`config.mk`:
```
export PLATFORM = sky130hd
export DESIGN_NAME = reg_file_reader_flat
export DESIGN_NICKNAME = d
export VERILOG_FILES = /design/src/rtl/reg_file_reader_pkg.sv /design/src/rtl/reg_file_reader_if.sv /design/src/rtl/reg_file_reader_reg_word.sv /design/src/rtl/reg_file_reader.sv /design/src/flat_wrapper.sv
export SDC_FILE = /design/constraint.sdc
export NUM_CORES = 1
export LEC_CHECK = 0
export CORE_ASPECT_RATIO = 1.4
export CORE_MARGIN = 2
export CORE_UTILIZATION = 50
export CTS_CLUSTER_DIAMETER = 80
export DETAILED_ROUTE_END_ITERATION = 8
export PLACE_DENSITY_LB_ADDON = 0.12
export SYNTH_ARGS = -nofsm -noshare
export SYNTH_HDL_FRONTEND = slang
export SYNTH_HIERARCHICAL = 1
export SYNTH_SLANG_ARGS = --single-unit
```
`constraint.sdc`:
```
create_clock -name clk -period 2.1 [get_ports clk]
set_input_delay 0.42 -clock clk [delete_from_list [all_inputs] [get_ports clk]]
set_output_delay 0.42 -clock clk [all_outputs]
set_load 0.03 [all_outputs]
```
`src/rtl/reg_file_reader_pkg.sv`:
```
// Shared types and default sizing for the reg_file_reader burst-read register file.
package reg_file_reader_pkg;

    localparam int WIDTH_DEF  = 16;
    localparam int DEPTH_DEF  = 8;
    localparam int ADDR_W_DEF = 3;
    localparam int LEN_W_DEF  = ADDR_W_DEF + 1;

    typedef enum logic [1:0] {
        IDLE = 2'd0,
        SEND = 2'd1,
        DONE = 2'd2
    } state_t;

endpackage

```
`src/rtl/reg_file_reader_if.sv`:
```
// Write port, burst request and valid/ready stream of reg_file_reader.
// Optional parity output present when REG_FILE_READER_PARITY_EN is defined.
interface reg_file_reader_if
    import reg_file_reader_pkg::*;
#(
    parameter int WIDTH  = WIDTH_DEF,
    parameter int ADDR_W = ADDR_W_DEF
) ();

    logic              load;
    logic [ADDR_W-1:0] waddr;
    logic [WIDTH-1:0]  d;
    logic              start;
    logic [ADDR_W-1:0] raddr;
    logic [ADDR_W:0]   len;
    logic [WIDTH-1:0]  out;
    logic              valid;
    logic              ready;
    logic              busy;
    logic              done;
`ifdef REG_FILE_READER_PARITY_EN
    logic              parity;

    modport master (
        output load, waddr, d, start, raddr, len, ready,
        input  out, valid, busy, done, parity
    );
    modport slave (
        input  load, waddr, d, start, raddr, len, ready,
        output out, valid, busy, done, parity
    );
`else
    modport master (
        output load, waddr, d, start, raddr, len, ready,
        input  out, valid, busy, done
    );
    modport slave (
        input  load, waddr, d, start, raddr, len, ready,
        output out, valid, busy, done
    );
`endif

endinterface

```
`src/rtl/reg_file_reader_reg_word.sv`:
```
// One load-enabled register word with synchronous active-high reset.
module reg_word #(
    parameter int WIDTH = 16
) (
    input  logic             clk,
    input  logic             reset,
    input  logic             load,
    input  logic [WIDTH-1:0] d,
    output logic [WIDTH-1:0] q
);

    logic [WIDTH-1:0] q_q;
    logic [WIDTH-1:0] q_d;

    always_comb begin
        q_d = load ? d : q_q;
    end

    always_ff @(posedge clk) begin
        if (reset) q_q <= '0;
        else       q_q <= q_d;
    end

    assign q = q_q;

endmodule

```
`src/rtl/reg_file_reader.sv`:
```
// Register file with burst read engine streaming words over valid/ready.
// Optional even-parity output enabled by REG_FILE_READER_PARITY_EN.
//
// state | meaning
// IDLE  | waiting for start; latches raddr/len and fetches first word
// SEND  | valid=1; each handshake advances ptr and fetches the next word
// DONE  | one-cycle done pulse, then back to IDLE
module reg_file_reader
    import reg_file_reader_pkg::*;
#(
    parameter int WIDTH  = WIDTH_DEF,
    parameter int DEPTH  = DEPTH_DEF,
    parameter int ADDR_W = ADDR_W_DEF
) (
    input  logic              clk,
    input  logic              reset,
    reg_file_reader_if.slave  bus
);

    localparam int LEN_W = ADDR_W + 1;

    logic [WIDTH-1:0]  reg_q [DEPTH];
    logic [DEPTH-1:0]  wr_en;

    genvar gi;
    generate
        for (gi = 0; gi < DEPTH; gi++) begin : g_word
            assign wr_en[gi] = bus.load && (bus.waddr == ADDR_W'(gi));
            reg_word #(.WIDTH(WIDTH)) u_word (
                .clk   (clk),
                .reset (reset),
                .load  (wr_en[gi]),
                .d     (bus.d),
                .q     (reg_q[gi])
            );
        end
    endgenerate

    state_t            state_q, state_d;
    logic [ADDR_W-1:0] ptr_q, ptr_d, ptr_inc;
    logic [LEN_W-1:0]  rem_q, rem_d, len_clamped;
    logic [WIDTH-1:0]  out_q, out_d;
    logic              valid_q, valid_d;
    logic              busy_q, busy_d;
    logic              done_q, done_d;

    // Fetches read reg_q before this edge's write lands, so a same-edge write yields the old word.
    always_comb begin
        state_d     = state_q;
        ptr_d       = ptr_q;
        rem_d       = rem_q;
        out_d       = out_q;
        valid_d     = valid_q;
        ptr_inc     = ptr_q + ADDR_W'(1);
        len_clamped = (bus.len > LEN_W'(DEPTH)) ? LEN_W'(DEPTH) : bus.len;

        case (state_q)
            IDLE: begin
                if (bus.start) begin
                    ptr_d = bus.raddr;
                    rem_d = len_clamped;
                    if (len_clamped == '0) begin
                        state_d = DONE;
                    end else begin
                        state_d = SEND;
                        out_d   = reg_q[bus.raddr];
                        valid_d = 1'b1;
                    end
                end
            end
            SEND: begin
                if (valid_q && bus.ready) begin
                    ptr_d = ptr_inc;
                    rem_d = rem_q - LEN_W'(1);
                    if (rem_q == LEN_W'(1)) begin
                        state_d = DONE;
                        valid_d = 1'b0;
                    end else begin
                        out_d = reg_q[ptr_inc];
                    end
                end
            end
            DONE:    state_d = IDLE;
            default: state_d = IDLE;
        endcase

        done_d = (state_d == DONE);
        busy_d = (state_d != IDLE);
    end

`ifdef REG_FILE_READER_PARITY_EN
    logic parity_q, parity_d;

    always_comb begin
        parity_d = ^out_d;
    end

    always_ff @(posedge clk) begin
        if (reset) parity_q <= 1'b0;
        else       parity_q <= parity_d;
    end

    assign bus.parity = parity_q;
`endif

    always_ff @(posedge clk) begin
        if (reset) begin
            state_q <= IDLE;
            ptr_q   <= '0;
            rem_q   <= '0;
            out_q   <= '0;
            valid_q <= 1'b0;
            busy_q  <= 1'b0;
            done_q  <= 1'b0;
        end else begin
            state_q <= state_d;
            ptr_q   <= ptr_d;
            rem_q   <= rem_d;
            out_q   <= out_d;
            valid_q <= valid_d;
            busy_q  <= busy_d;
            done_q  <= done_d;
        end
    end

    assign bus.out   = out_q;
    assign bus.valid = valid_q;
    assign bus.busy  = busy_q;
    assign bus.done  = done_q;

endmodule

```
`src/flat_wrapper.sv`:
```
// flat-port wrapper written by rule: the top's interface ports become plain ports
module reg_file_reader_flat import reg_file_reader_pkg::*;
#(
    parameter int WIDTH  = WIDTH_DEF,
    parameter int DEPTH  = DEPTH_DEF,
    parameter int ADDR_W = ADDR_W_DEF
)
  (clk, reset, bus_load, bus_waddr, bus_d, bus_start, bus_raddr, bus_len, bus_ready, bus_out, bus_valid, bus_busy, bus_done);
  reg_file_reader_if #(.WIDTH(WIDTH), .ADDR_W(ADDR_W)) bus_i ();
  input  logic clk;
  input  logic reset;
  input wire logic [$bits(bus_i.load)-1:0] bus_load;
  input wire logic [$bits(bus_i.waddr)-1:0] bus_waddr;
  input wire logic [$bits(bus_i.d)-1:0] bus_d;
  input wire logic [$bits(bus_i.start)-1:0] bus_start;
  input wire logic [$bits(bus_i.raddr)-1:0] bus_raddr;
  input wire logic [$bits(bus_i.len)-1:0] bus_len;
  input wire logic [$bits(bus_i.ready)-1:0] bus_ready;
  output wire logic [$bits(bus_i.out)-1:0] bus_out;
  output wire logic [$bits(bus_i.valid)-1:0] bus_valid;
  output wire logic [$bits(bus_i.busy)-1:0] bus_busy;
  output wire logic [$bits(bus_i.done)-1:0] bus_done;
  assign bus_i.load = bus_load;
  assign bus_i.waddr = bus_waddr;
  assign bus_i.d = bus_d;
  assign bus_i.start = bus_start;
  assign bus_i.raddr = bus_raddr;
  assign bus_i.len = bus_len;
  assign bus_i.ready = bus_ready;
  assign bus_out = bus_i.out;
  assign bus_valid = bus_i.valid;
  assign bus_busy = bus_i.busy;
  assign bus_done = bus_i.done;
  reg_file_reader #(.WIDTH(WIDTH), .DEPTH(DEPTH), .ADDR_W(ADDR_W)) u_core (.clk(clk), .reset(reset), .bus(bus_i));
endmodule
```
==> results_dict.tcl, run 1 <==
set metrics [dict create \
    grt_util_met2_pct 40.5 \
    min_period_ns 1.93 \
    wirelength_um 19600 \
    vias 5643 \
    synth_area_leaders "dfxtp_1 39%, mux4_2 18%, mux2i_1 17%, nor2_1 6.8%, a22oi_1 3.1%" \
    cts.path.max_buffers 2 \
    syn-cell-area_um2 7960 \
    hold_viol 0 \
    drt_iter0_drc 443 \
    ys_warn_count 6 \
    internal_power_uw 5460 \
    cp_max_fo 2 \
    start_util_pct 51.0 \
    path_cells "clkdlybuf4s50_1" \
    drc_errors 0 \
    period_share_pct 91.8 \
    setup_viol 0 \
    peakVddDrop_mv 0.525 \
    skew_ns 0.0153 \
    nets 763 \
    hpwl_um 12500 \
    grt_pass1_vias 5781 \
    power.net_switching_uw 1940 \
    finalInstanceArea_um2 9190 \
    whs_ns 0.350 \
    tns_ns 0 \
    antennaDiodeCount 0 \
    p_leak_uw 0.00309 \
    p_seq_share_pct 42.6 \
    ctsResizeCount 0 \
    fmax_mhz 519 \
    slew_headroom_pct 66.2 \
    portBuffers 49 \
    drive_gt1_share_pct 21.7 \
    grt_overflow 0 \
    ys_seq_area_share_pct 39.2 \
    cts-hold-fix-buffers 0 \
    synth_edf_count 0 \
    crit_path_top_delay_cell "clkdlybuf4s50_1" \
    worstMarginPinSlew_ns 0.507 \
    antenna_found_initial 0 \
    vias_per_cell 6.02 \
    setup.worst_path.class "flop to output pin" \
    busiest_layer "met2" \
    power_density_nw_per_um2 805 \
    synth-async-reset-ratio_pct 0 \
    pwr-share-clk_pct 42.5 \
    numCtsBuffers 17 \
    maxCapViolations 0 \
    numClockSinks 156 \
    num_rows 54 \
    rsz0062_at_grt "false" \
    cp-start-kind "flop" \
    swShare_pct 26.2 \
    yosys.area.top_type "dfxtp_1" \
    cpPeakStageDelay_ns 0.72 \
    fillerInstances 1310 \
    post_cts_buffers 0 \
    ant_nets 0 \
    p_total_uw 7400 \
    ios 50 \
    gp_congestion 0.783 \
    fp.coreArea_um2 15600 \
    cp.arrival_ns 1.51 \
    grt_use_total_pct 23.9 \
    combPwrFrac_pct 14.9 \
    h-tree-depth 4 \
    netlist_instances 692 \
    drtPass1Iterations 5 \
    cp-end-kind "output pin" \
    placed_cell_area_um2 8590 \
    crit_family "buffers and inverters" \
    synth_top_area_share_pct 39.2 \
    hp-class "primary input to flop" \
    use_met1_pct 30.4 \
    critical_path_required_ns 1.68 \
    area_delta_synth_final_pct 15.5 \
    cp.buffers_inverters 1 \
    wl_per_cell_um 20.9 \
    syn_area_per_cell_um2 11.5 \
    synth_cell_type_count 45 \
    cts_tree "yes" \
    final_util_pct 58.9 \
    outcome "completed" \
    fp.dieW_um 111 \
    synth-main-ff-cell "dfxtp_1" \
    die_h_um 153 \
    ctsRootBufferMaster "clkbuf_16" \
    synth_fp_nets 726 \
    clkTransAtPathRegs_ns 0.06 \
    use_met3_pct 4.60 \
    grt_pass1_wl_um 31800 \
    clock_latency_ns 0.43 \
    drv_slew 0 \
    grt_max_degree 51 \
    die_area_um2 17000 \
    ys_ff_latch 156 \
]
cell usage in the layout, fill, tap and decap left out, types with 2 or more instances in the layout:
master,count
nor2b_1,2
a311oi_2,10
clkinv_2,4
inv_1,7
bufinv_16,3
mux2i_1,133
mux4_2,62
inv_6,2
nand3_1,3
a211oi_1,2
nor2_1,139
clkbuf_16,17
buf_2,2
clkdlybuf4s50_1,46
a22oi_1,33
o21a_1,2
o21ai_1,2
and2_4,2
nor3_2,2
nand2_1,7
nand2b_1,5
a311oi_1,8
buf_12,15
nor3_1,3
nor2_2,7
ha_1,3
clkinv_4,3
dfxtp_1,155
clkinvlp_4,2
buf_4,19
a21oi_1,23
worst paths after layout:
kind	from	end	slack, ns	depth (start not counted)
worst max-delay path	u_core/bus.out[3]$_SDFFE_PP0P_	bus_out[3]	0.17	1
worst min-delay path	reset	u_core/g_word[6].u_word/q[1]$_SDFFE_PP0P_	0.35	2
worst max register to register	u_core/state_q[0]$_SDFF_PP0_	u_core/bus.out[15]$_SDFFE_PP0P_	0.29	5
worst min register to register	u_core/g_word[3].u_word/q[11]$_SDFFE_PP0P_	u_core/g_word[3].u_word/q[11]$_SDFFE_PP0P_	0.52	2
cells by family after synthesis:
kind of cell,share of synthesized area (%)
mux,34.3
simple gates,9.83
fa+ha+maj,0.472
buf+inv,7.33
flops,39.2
xor+xnor,0.110
compound gates,8.74
sequential cells by signal (all words and copies together), names as in the netlist:
register and count:
u_core/rem_q 4, u_core/bus.done 1, u_core/bus.out 16, u_core/ptr_q 3, u_core/g_word.u_word/q 128, u_core/bus.busy 1
u_core/bus.valid 1, u_core/state_q 2
through the flow:
stage | setup slack (ns) | instances
CTS | 0.161 | 938
global route | 0.124 | 938
floorplan | 0.367 | 692
global placement | 0.0865 | 906
detailed placement | 0.0598 | 906
finish | 0.172 | 938
cell type report:
type	count	area (µm²)	share of cell area, %
multi-input cells	465	4280	46.5
repair buffers	82	913	9.93
inverters	7	26.3	0.286
clock inverters	14	169	1.84
clock buffers	18	439	4.78
well taps	196	245	2.67
flip-flops and latches	156	3120	34.0
cells in the mapped netlist (7+ instances only):
cell type	instances
dfxtp_1	156
nor2_1	145
mux2i_1	133
mux4_2	62
a22oi_1	33
a21oi_1	23
buf_2	18
buf_6	13
a311oi_2	10
buf_1	9
buf_12	9
a311oi_1	8
buf_4	8
inv_1	7
nand2_1	7
per-layer routing:
layer  wire length [µm]  up-vias
met5                  0        -
met4                496        0
met3                828       33
met2              10100      148
met1               8180     2843
li1                   -     2619
power by group through the flow:
stage	Sequential, µW	Combinational (µW)	Clock [µW]
detailed placement	3210	1110	0
global placement	3210	1090	0
finish	3150	1100	3140
global route	3160	1180	3340
CTS	3150	1110	3200
floorplan	3250	689	0
(Power assumes the default switching activity.)
==> inputs of run 2 (changes only) <==
- CORE_UTILIZATION: 50 -> 40
==> results_dict.tcl, run 2 (same netlist as run 1, synthesis figures left out) <==
set metrics [dict create \
    cp-start-kind "flop" \
    portBuffers 49 \
    setup.worst_path.class "flop to output pin" \
    h-tree-depth 4 \
    most-common-layout-cells "155 x dfxtp_1, 139 x nor2_1, 133 x mux2i_1" \
    die_h_um 171 \
    wl_per_cell_um 21.7 \
    whs_ns 0.390 \
    gp_congestion 0.791 \
    nets 772 \
    grt_max_degree 56 \
    cp.buffers_inverters 1 \
    cp-end-kind "output pin" \
    worstMarginPinSlew_ns 0.362 \
    hold_viol 0 \
    min_period_ns 1.93 \
    grt_overflow 0 \
    fp.coreArea_um2 19700 \
    skew_ns 0.00645 \
    final_common_cell "dfxtp_1" \
    p_leak_uw 0.00317 \
    tns_ns 0 \
    hold_end "u_core/g_word[1].u_word/q[15]$_SDFFE_PP0P_" \
    peakVddDrop_mv 0.520 \
    wirelength_um 21800 \
    path_cells "clkdlybuf4s50_1" \
    grt_pass1_wl_um 34100 \
    drive_gt1_share_pct 22.2 \
    cpPeakStageDelay_ns 0.70 \
    grt_pass1_vias 5889 \
    ff2ff_setup_slack_ns 0.29 \
    slew_headroom_pct 75.8 \
    fmax_mhz 519 \
    hp-class "primary input to flop" \
    cp_max_fo 2 \
    largest_reg_flops 128 \
    busiest_layer "met2" \
    finalInstanceArea_um2 9400 \
    cts.path.max_buffers 2 \
    r2r_start "u_core/ptr_q[0]$_SDFFE_PP0P_" \
    period_share_pct 91.8 \
    worstHoldStart "reset" \
    vias 5775 \
    maxCapViolations 0 \
    area_delta_synth_final_pct 18.1 \
    drv_slew 0 \
    cts_tree "yes" \
    grt_use_total_pct 21.7 \
    antenna_found_initial 0 \
    start_util_pct 40.4 \
    vias_per_cell 5.76 \
    drc_errors 0 \
    clkTransAtPathRegs_ns 0.06 \
    num_rows 61 \
    crit_path_top_delay_cell "clkdlybuf4s50_1" \
    setup_viol 0 \
    fillerInstances 1802 \
    drtPass1Iterations 5 \
    clock_latency_ns 0.42 \
    numCtsBuffers 17 \
    antennaDiodeCount 0 \
    power_density_nw_per_um2 817 \
    fp.dieW_um 123 \
    ios 50 \
    use_met3_pct 3.93 \
    outcome "completed" \
    die_area_um2 21100 \
    cp.arrival_ns 1.51 \
    drt_iter0_drc 334 \
    hpwl_um 14100 \
    fin_ws_ns 0.172 \
    critical_path_required_ns 1.68 \
    use_met1_pct 28.1 \
    ant_nets 0 \
    ctsResizeCount 0 \
    rsz0062_at_grt "false" \
    post_cts_buffers 0 \
    rr_worst_depth 5 \
    grt_util_met2_pct 36.6 \
    placed_cell_area_um2 8760 \
    ctsRootBufferMaster "clkbuf_16" \
    crit_family "buffers and inverters" \
    r2r-end "u_core/bus.out[13]$_SDFFE_PP0P_" \
    cts-hold-fix-buffers 0 \
    hold_path_depth 2 \
    pre_cts_ws_ns 0.0218 \
    numClockSinks 156 \
]
==> run 2: cell count changes in the layout (fill, tap and decap cells not counted), sizes merged <==
cell,change
clkinv,-3
clkbuf,+3
bufinv,+2
inv,-1
clkinvlp,-1
buf,+9
==> run 2: routing by layer <==
metal / vias to the layer above / part of all wire, % / routed length (µm)
met1: 2964 / 43 / 9390
met2: 140 / 51 / 11100
met5: - / 0 / 0
met4: 0 / 1.9 / 414
li1: 2642 / - / -
met3: 29 / 4.2 / 905
==> run 2: per-stage QoR <==
step | instances | power (µW) | util [%]
finish | 1003 | 7690 | 47.7
floorplan | 692 | 3940 | -
detailed placement | 971 | 4370 | 44.5
CTS | 1003 | 7760 | 47.7
global route | 1003 | 7980 | 47.7
global placement | 971 | 4350 | 44.5
==> run 2: how the worst max path moves through the flow <==
stage,from,slack [ns],endpoint,cells past startpoint
2_1_floorplan,u_core/ptr_q[0]$_SDFFE_PP0P_,0.37,u_core/bus.out[10]$_SDFFE_PP0P_,6
3_3_place_gp,bus_len[0],0.07,u_core/bus.out[14]$_SDFFE_PP0P_,5
3_5_place_dp,bus_len[0],0.02,u_core/bus.out[3]$_SDFFE_PP0P_,5
4_1_cts,u_core/bus.out[0]$_SDFFE_PP0P_,0.13,bus_out[0],1
5_1_grt,u_core/bus.valid$_SDFFE_PP0P_,0.11,bus_valid,1
6_report,u_core/bus.out[2]$_SDFFE_PP0P_,0.17,bus_out[2],1
==> run 2: report_power, final <==
part	internal [µW]	switching, µW
sequential	3060	85.1
clock	2140	1240
combinational	513	643
total	5720	1970
==> run 2: area by class of cell <==
class	instances	area (µm²)	share of cell area, %
inverter	7	26.3	0.279
tap	252	315	3.35
clock inverter	11	190	2.02
sequential	156	3120	33.2
timing repair buffer	91	1020	10.8
multi-input combinational	465	4280	45.5
clock buffer	21	450	4.79
==> run 2: worst register-to-register path, delay by kind of cell (launching register included) <==
| family | cells | cell delay, ns |
|---|---|---|
| AOI/OAI and AO/OA | 2 | 0.44 |
| muxes | 1 | 0.35 |
| buffers and inverters | 1 | 0.23 |
| adders and majority gates | 1 | 0.33 |
| DFF | 1 | 0.34 |
==> inputs of run 3 (changes only) <==
- MAX_ROUTING_LAYER: unset -> met4
- SLEW_MARGIN: unset -> 20
==> results_dict.tcl, run 3 (same netlist as run 1, synthesis figures left out) <==
set metrics [dict create \
    grt_pass1_wl_um 34100 \
    numClockSinks 156 \
    drt_iter0_drc 353 \
    crit_path_top_delay_cell "clkdlybuf4s50_1" \
    setup_viol 0 \
    die_h_um 171 \
    rsz0062_at_grt "false" \
    numCtsBuffers 17 \
    worstMarginPinSlew_ns 0.364 \
    maxCapViolations 0 \
    ctsRootBufferMaster "clkbuf_16" \
    fp.coreArea_um2 19700 \
    nets 772 \
    drc_errors 0 \
    clock_latency_ns 0.42 \
    clkTransAtPathRegs_ns 0.06 \
    grt_overflow 0 \
    cp-start-kind "flop" \
    fmax_mhz 519 \
    num_rows 61 \
    cp-end-kind "output pin" \
    area_delta_synth_final_pct 18.1 \
    h-tree-depth 4 \
    ant_nets 0 \
    setup.worst_path.class "flop to output pin" \
    start_util_pct 40.4 \
    drv_slew 0 \
    p_leak_uw 0.00317 \
    cp.buffers_inverters 1 \
    vias_per_cell 5.72 \
    fin_cells 1003 \
    cts-hold-fix-buffers 0 \
    drtPass1Iterations 5 \
    outcome "completed" \
    gp_congestion 0.802 \
    ctsResizeCount 0 \
    die_area_um2 21100 \
    wirelength_um 21600 \
    slew_headroom_pct 75.7 \
    cp_max_fo 2 \
    cts_tree "yes" \
    fillerInstances 1802 \
    antennaDiodeCount 0 \
    post_cts_buffers 0 \
    period_share_pct 91.7 \
    hold_viol 0 \
    vias 5735 \
    grt_use_total_pct 22.4 \
    cp.arrival_ns 1.51 \
    skew_ns 0.00786 \
    crit_family "buffers and inverters" \
    portBuffers 49 \
    grt_pass1_vias 5900 \
    grt_max_degree 56 \
    largest_reg_flops 128 \
    most-common-layout-cells "155 x dfxtp_1, 139 x nor2_1, 133 x mux2i_1" \
    path_cells "clkdlybuf4s50_1" \
    ff2ff_setup_slack_ns 0.29 \
    antenna_found_initial 0 \
    power_density_nw_per_um2 817 \
    min_period_ns 1.93 \
    final_common_cell "dfxtp_1" \
    hp-class "primary input to flop" \
    cpPeakStageDelay_ns 0.70 \
    drive_gt1_share_pct 22.2 \
    dpl.cell_count 971 \
    critical_path_required_ns 1.68 \
    wl_per_cell_um 21.6 \
    hpwl_um 14100 \
    ios 50 \
    tns_ns 0 \
    cts.path.max_buffers 2 \
    peakVddDrop_mv 0.517 \
    fp.dieW_um 123 \
]
-- run 3: cell counts in the layout (fill, tap and decap cells not counted) --
Identical to the previous run, type by type.
-- run 3: report_power, final --
group	leakage, µW	switching, µW	internal, µW
logic	0.00159	639	513
registers	0.00127	84.5	3060
clock network	0.000311	1240	2140
-- run 3: cell type report --
class | instances | area (µm²) | share of cell area, %
Multi-Input combinational cell | 465 | 4280 | 45.5
Inverter | 7 | 26.3 | 0.279
Tap cell | 252 | 315 | 3.35
Timing Repair Buffer | 91 | 1020 | 10.8
Clock inverter | 11 | 190 | 2.02
Clock buffer | 21 | 450 | 4.79
Sequential cell | 156 | 3120 | 33.2
-- run 3: through the flow --
step	instance area, µm²	util (%)	hold WS (ns)	setup slack, ns	total power, µW
floorplan	7960	-	0.472	0.367	3940
global placement	8760	44.5	0.486	0.0667	4350
detailed placement	8760	44.5	0.502	0.0218	4370
CTS	9400	47.7	0.385	0.133	7760
global route	9400	47.7	0.386	0.114	7980
finish	9400	47.7	0.389	0.174	7680
-- run 3: worst paths after layout --
kind,from,end,cells after the start
hold reg to reg,u_core/ptr_q[2]$_SDFFE_PP0P_,u_core/ptr_q[2]$_SDFFE_PP0P_,2
hold / removal,reset,u_core/g_word[1].u_word/q[15]$_SDFFE_PP0P_,2
setup reg to reg,u_core/ptr_q[0]$_SDFFE_PP0P_,u_core/bus.out[13]$_SDFFE_PP0P_,5
setup / recovery,u_core/bus.out[2]$_SDFFE_PP0P_,bus_out[2],1
-- run 3: layer usage --
metal | wire [µm] | global-route usage (%)
met1 | 9420 | 28.1
met2 | 11000 | 36.7
met3 | 791 | 3.77
met4 | 386 | 6.92
met5 | 0 | -
